## config.mk

```make
export PLATFORM = sky130hd
export DESIGN_NAME = servo_cmd_sequencer_flat
export DESIGN_NICKNAME = d
export VERILOG_FILES = /design/src/rtl/servo_cmd_sequencer_if.sv /design/src/rtl/servo_cmd_sequencer.sv /design/src/flat_wrapper.sv
export SDC_FILE = /design/constraint.sdc
export NUM_CORES = 1
export LEC_CHECK = 0
export CORE_ASPECT_RATIO = 1.4
export CORE_UTILIZATION = 41
export CTS_CLUSTER_DIAMETER = 200
export DETAILED_ROUTE_END_ITERATION = 10
export GPL_TIMING_DRIVEN = 0
export PLACE_DENSITY = 0.65
export SKIP_LAST_GASP = 1
export SLEW_MARGIN = 10
export SYNTH_ARGS = -nofsm -noshare
export SYNTH_HDL_FRONTEND = slang
export SYNTH_SLANG_ARGS = --single-unit
```

## constraint.sdc

```tcl
create_clock -name clk -period 4.6 [get_ports clk]
set_input_delay 0.69 -clock clk [delete_from_list [all_inputs] [get_ports clk]]
set_output_delay 0.69 -clock clk [all_outputs]
set_load 0.05 [all_outputs]
```

## src/rtl/servo_cmd_sequencer_if.sv

```systemverilog
// Byte-stream input and slewed-angle/status outputs of the servo command sequencer.
// The sequencer uses the slave modport; the UART side and bench use master.
interface servo_cmd_sequencer_if #(
  parameter int NUM_SERVO = 4
);
  logic [7:0]             rx_data;
  logic                   rx_valid;
  logic [8*NUM_SERVO-1:0] angle_bus;
  logic                   busy;
  logic                   cmd_ok;
  logic                   frame_err;

  modport master (
    output rx_data, rx_valid,
    input  angle_bus, busy, cmd_ok, frame_err
  );

  modport slave (
    input  rx_data, rx_valid,
    output angle_bus, busy, cmd_ok, frame_err
  );
endinterface

```

## src/rtl/servo_cmd_sequencer.sv

```systemverilog
// Parses FF/id/angle/chk frames from a UART byte stream, holds a target per servo
// and slews each output angle toward its target by one degree per step tick.
module servo_cmd_sequencer #(
  parameter int NUM_SERVO     = 4,
  parameter int STEP_TICKS    = 500000,
  parameter int TIMEOUT_TICKS = 5000000,
  parameter int INIT_ANGLE    = 90,
  parameter int MAX_ANGLE     = 180
) (
  input  logic                   clk,
  input  logic                   reset,
  servo_cmd_sequencer_if.slave   bus
);

  localparam logic [7:0]  HDR       = 8'hFF;
  localparam logic [7:0]  INIT      = 8'(INIT_ANGLE);
  localparam logic [7:0]  MAXA      = 8'(MAX_ANGLE);
  localparam logic [7:0]  NSV       = 8'(NUM_SERVO);
  localparam logic [31:0] STEP_LAST = 32'(STEP_TICKS - 1);
  localparam logic [31:0] TO_LAST   = 32'(TIMEOUT_TICKS - 1);

  typedef enum logic [1:0] {
    IDLE,
    WAIT_ID,
    WAIT_ANG,
    WAIT_CHK
  } state_t;

  state_t      state_q, state_d;
  logic [7:0]  id_q, id_d;
  logic [7:0]  ang_q, ang_d;
  logic [31:0] to_cnt_q, to_cnt_d;
  logic [31:0] tick_cnt_q, tick_cnt_d;
  logic [7:0]  target_q [NUM_SERVO];
  logic [7:0]  target_d [NUM_SERVO];
  logic [7:0]  angle_q  [NUM_SERVO];
  logic [7:0]  angle_d  [NUM_SERVO];
  logic        busy_q, busy_d;
  logic        cmd_ok_q, cmd_ok_d;
  logic        frame_err_q, frame_err_d;
  logic        tick;

  // Frame parser; a received byte always takes priority over a timeout expiring.
  always_comb begin
    state_d     = state_q;
    id_d        = id_q;
    ang_d       = ang_q;
    to_cnt_d    = to_cnt_q;
    target_d    = target_q;
    cmd_ok_d    = 1'b0;
    frame_err_d = 1'b0;
    if (state_q == IDLE) begin
      to_cnt_d = '0;
      if (bus.rx_valid && bus.rx_data == HDR) begin
        state_d = WAIT_ID;
      end
    end else if (bus.rx_valid) begin
      to_cnt_d = '0;
      if (bus.rx_data == HDR) begin
        frame_err_d = 1'b1;
        state_d     = WAIT_ID;
      end else begin
        case (state_q)
          WAIT_ID: begin
            id_d    = bus.rx_data;
            state_d = WAIT_ANG;
          end
          WAIT_ANG: begin
            ang_d   = bus.rx_data;
            state_d = WAIT_CHK;
          end
          WAIT_CHK: begin
            state_d = IDLE;
            if (id_q >= NSV || ang_q > MAXA || bus.rx_data != (id_q ^ ang_q)) begin
              frame_err_d = 1'b1;
            end else begin
              cmd_ok_d = 1'b1;
              for (int unsigned i = 0; i < NUM_SERVO; i++) begin
                if (id_q == 8'(i)) begin
                  target_d[i] = ang_q;
                end
              end
            end
          end
          default: state_d = IDLE;
        endcase
      end
    end else if (to_cnt_q == TO_LAST) begin
      frame_err_d = 1'b1;
      state_d     = IDLE;
      to_cnt_d    = '0;
    end else begin
      to_cnt_d = to_cnt_q + 32'd1;
    end
  end

  // Slew engine compares against the registered target, so a target written on a
  // tick cycle only influences the following tick.
  always_comb begin
    tick       = (tick_cnt_q == STEP_LAST);
    tick_cnt_d = tick ? '0 : tick_cnt_q + 32'd1;
    angle_d    = angle_q;
    busy_d     = 1'b0;
    for (int unsigned i = 0; i < NUM_SERVO; i++) begin
      if (angle_q[i] != target_q[i]) begin
        busy_d = 1'b1;
      end
      if (tick) begin
        if (angle_q[i] < target_q[i]) begin
          angle_d[i] = angle_q[i] + 8'd1;
        end else if (angle_q[i] > target_q[i]) begin
          angle_d[i] = angle_q[i] - 8'd1;
        end
      end
    end
  end

  always_ff @(posedge clk or posedge reset) begin
    if (reset) begin
      state_q     <= IDLE;
      id_q        <= '0;
      ang_q       <= '0;
      to_cnt_q    <= '0;
      tick_cnt_q  <= '0;
      busy_q      <= 1'b0;
      cmd_ok_q    <= 1'b0;
      frame_err_q <= 1'b0;
      for (int unsigned i = 0; i < NUM_SERVO; i++) begin
        target_q[i] <= INIT;
        angle_q[i]  <= INIT;
      end
    end else begin
      state_q     <= state_d;
      id_q        <= id_d;
      ang_q       <= ang_d;
      to_cnt_q    <= to_cnt_d;
      tick_cnt_q  <= tick_cnt_d;
      busy_q      <= busy_d;
      cmd_ok_q    <= cmd_ok_d;
      frame_err_q <= frame_err_d;
      target_q    <= target_d;
      angle_q     <= angle_d;
    end
  end

  always_comb begin
    bus.angle_bus = '0;
    for (int unsigned i = 0; i < NUM_SERVO; i++) begin
      bus.angle_bus[8*i +: 8] = angle_q[i];
    end
  end

  assign bus.busy      = busy_q;
  assign bus.cmd_ok    = cmd_ok_q;
  assign bus.frame_err = frame_err_q;

endmodule
```

## src/flat_wrapper.sv

```systemverilog
// flat-port wrapper written by rule: the top's interface ports become plain ports
module servo_cmd_sequencer_flat 
#(
  parameter int NUM_SERVO     = 4,
  parameter int STEP_TICKS    = 500000,
  parameter int TIMEOUT_TICKS = 5000000,
  parameter int INIT_ANGLE    = 90,
  parameter int MAX_ANGLE     = 180
)
  (clk, reset, bus_rx_data, bus_rx_valid, bus_angle_bus, bus_busy, bus_cmd_ok, bus_frame_err);
  servo_cmd_sequencer_if #(.NUM_SERVO(NUM_SERVO)) bus_i ();
  input  logic clk;
  input  logic reset;
  input wire logic [$bits(bus_i.rx_data)-1:0] bus_rx_data;
  input wire logic [$bits(bus_i.rx_valid)-1:0] bus_rx_valid;
  output wire logic [$bits(bus_i.angle_bus)-1:0] bus_angle_bus;
  output wire logic [$bits(bus_i.busy)-1:0] bus_busy;
  output wire logic [$bits(bus_i.cmd_ok)-1:0] bus_cmd_ok;
  output wire logic [$bits(bus_i.frame_err)-1:0] bus_frame_err;
  assign bus_i.rx_data = bus_rx_data;
  assign bus_i.rx_valid = bus_rx_valid;
  assign bus_angle_bus = bus_i.angle_bus;
  assign bus_busy = bus_i.busy;
  assign bus_cmd_ok = bus_i.cmd_ok;
  assign bus_frame_err = bus_i.frame_err;
  servo_cmd_sequencer #(.NUM_SERVO(NUM_SERVO), .STEP_TICKS(STEP_TICKS), .TIMEOUT_TICKS(TIMEOUT_TICKS), .INIT_ANGLE(INIT_ANGLE), .MAX_ANGLE(MAX_ANGLE)) u_core (.clk(clk), .reset(reset), .bus(bus_i));
endmodule
```

==> results.txt <==
status: finished, violations left
failing checks: DRC
Hold Path Class: register to register
skew final: 0.00608 ns
gpl congestion: 0.756
max-slew violation count: 0
Area Overhead vs Synth: 17.5%
fmax: 271 MHz
reg2reg setup slack: 0.92 ns
Syn Inst Count: 788
Post-DP HPWL: 11,700 um
most frequent cells in the layout: 117 x dfrtp_1, 81 x nor2_1, 62 x ha_1, 57 x mux2_2, 55 x xnor2_1
Hold Path Depth: 1
Seq/Total Area, Yosys: 0.456
Starting DRT DRC Count: 236
floorplan row count: 61
share of cells above drive strength 1: 0.154
WL final: 15,800 um
Worst Path Required: 4.93 ns
hold buffers post-CTS: 0
Slew @ Worst Pin: 0.803 ns
Synth async-reset ratio: 1.00
slew margin rel.: 0.460
Final Critical Period: 3.68 ns
crit-path cells: inv_1, ha_1, a21oi_1, a31oi_1, a211oi_1, inv_1, ha_1, nor2b_1, o21ai_0, a21boi_0, o21a_1, o21a_1, o31ai_1
Yosys reg bits: 149
DR pass1 iterations: 7
Root Buffer: clkbuf_16
register area: 3770 um2
Critical-path top delay cell: a211oi_1
hold slack final: 0.485 ns
dpl cells: 1,090
first-pass GRT wire length: 27,400 um
Post-synth top flop: dfrtp_1
Port Buffers: 45
Worst R2R Path Depth: 13
Max Cap Viol: 0
# nets final: 934
via count: 5,714
worst min-delay path startpoint: u_core.tick_cnt_q[31]
RR Startpoint: u_core.target_q[19]
non-filler cells, final: 1,123
RSZ-0062 raised after global routing: false
GRT Overall Usage: 0.167
Synth Warn #: 0
commonest non-fill, non-tap cell in the layout: dfrtp_1
Power Density: 310 nW/um2
Synth Area per Inst: 10.5 um2
H-tree depth: 4
worst skew pair latency: 0.42 ns
Setup crit end kind: register
initial antenna violation count: 2
core region area: 19,800 um2
WL per Instance: 14.1 um
Worst VDD drop: 0.281 mV
synthesized net count: 865
die width: 122 um
leakage power: 4.38 nW
ANT nets after route: 0
CTS Sinks: 149
global route overflow: 0
footprint of the multi-input gates: 4250 um2
CTS Buf Count: 17
CTS tree: built
die area: 20,700 um2
Sum Neg Setup Slack: 0 ns
final hold violation count: 0
Post-synth EDFFs: 0
Synth Cell Area: 8270 um2
Max Fanout on Critical Path: 6
vias in the first global route: 5,741
slowest stage delay, CP: 0.62 ns
largest net degree at the start of global routing: 35
Initial Util: 0.417
r2r endpoint: u_core.bus.angle_bus[14]
Resized cells post-CTS: 0
number of placed I/O pins: 46
post-CTS setup buffer count: 0
Tcrit/Tclk final: 0.801
Die Height: 170 um
DRC errors left: 4
Max clock buf depth: 2
CTS clk-pin slew, worst paths: 0.06 ns
Hold EP: u_core.tick_cnt_q[31]
element type at the critical path start: register
final setup fails: 0
CP Class: register to register
Vias/cell: 5.09
Fillers: 1,832
crit path DAT: 4.01 ns
Synth cell types: 48
[how the worst max path moves through the flow]
stage,start,to,slack [ns],depth (start not counted)
final,u_core.target_q[19],u_core.bus.angle_bus[14],0.92,13
after global placement,reset,u_core.bus.angle_bus[0],0.69,2
after global routing,u_core.target_q[19],u_core.bus.angle_bus[14],0.61,13
after CTS,u_core.target_q[19],u_core.bus.angle_bus[14],0.84,13
after detailed placement,u_core.target_q[19],u_core.bus.angle_bus[14],0.86,13
after floorplan,u_core.bus.angle_bus[11],u_core.bus.angle_bus[14],1.30,12
[report_power, final]
group | total, W | internal (W) | leakage [nW] | switching [W]
Sequential | 0.00140 | 0.00135 | 1.95 | 0.0000508
Combinational | 0.000243 | 0.0000939 | 2.15 | 0.000149
Clock | 0.00137 | 0.000830 | 0.284 | 0.000545
Total | 0.00301 | 0.00227 | 4.38 | 0.000745
[Yosys cell counts, types with 3 or more instances]
master    count  area share
mux2_2       57       0.078
nand4_1      14       0.011
nor4_1       11      0.0083
o211ai_1      4      0.0036
xor2_1       47       0.050
nor3_1       13      0.0079
dfrtp_1     117        0.35
nand2_1      54       0.025
nor2b_1       5      0.0038
fa_1          4      0.0097
and3_1       16       0.012
inv_1        55       0.025
a21oi_1      23       0.014
nand3_1      52       0.031
o31ai_1       4      0.0036
nor2_1       81       0.037
and4_1        3      0.0032
dfstp_2      32        0.10
ha_1         62       0.094
o41ai_1       6      0.0064
nand4b_1      5      0.0053
o21ai_0      16      0.0097
a21o_1        3      0.0027
clkbuf_1      7      0.0032
o21a_1        5      0.0045
a211oi_1      4      0.0036
a31oi_1       4      0.0030
nor4b_1       3      0.0032
xnor2_1      55       0.058
[kinds of logic (layout without fill, tap and decap cells)]
logic type	after synthesis	after routing	synth area share
adders and majority gates	66	66	0.104
xor gates and xnor gates	102	102	0.108
AOI/OAI and AO/OA	76	76	0.0580
other	0	1	0
DFF	149	149	0.456
buffers and inverters	65	147	0.0304
muxes	57	57	0.0776
and+or+nand+nor	273	273	0.166
[through the flow]
stage          area [um2]  setup WS [ns]  power (W)   util
2_1_floorplan        8270           1.30    0.00158      -
3_3_place_gp         9040          0.689    0.00165  0.455
3_5_place_dp         9130          0.865    0.00167  0.460
4_1_cts              9710          0.838    0.00306  0.489
5_1_grt              9710          0.612    0.00315  0.489
6_report             9720          0.916    0.00301  0.490
[sequential cells by signal, indices dropped and copies added, names as in the netlist, 2 cells and up]
name	cells
u_core.to_cnt_q	32
u_core.bus.angle_bus	32
u_core.ang_q	8
u_core.tick_cnt_q	32
u_core.state_q	2
u_core.id_q	8
u_core.target_q	32
[final cells by class]
class                      count  area share
antenna                        1    0.000258
buffer                        10     0.00464
clock buffer                  21      0.0474
clock inverter                11      0.0129
inverter                      55      0.0216
multi-input combinational    574       0.438
sequential                   149       0.388
tap                          252      0.0325
timing repair buffer          50      0.0551
[per-layer routing]
| layer | global-route usage | wire length, um |
|---|---|---|
| met1 | 0.198 | 6990 |
| met2 | 0.298 | 8170 |
| met4 | 0.0558 | 248 |
| met3 | 0.0342 | 403 |
| met5 | 0 | 12 |
[critical path: cells and delay by family (launching register included)]
family,cells,cell delay (ns)
compound gates,8,1.86
fa+ha+maj,2,0.71
flops,1,0.53
buf+inv,2,0.35
simple gates,1,0.15
(Power assumes the default switching activity.)
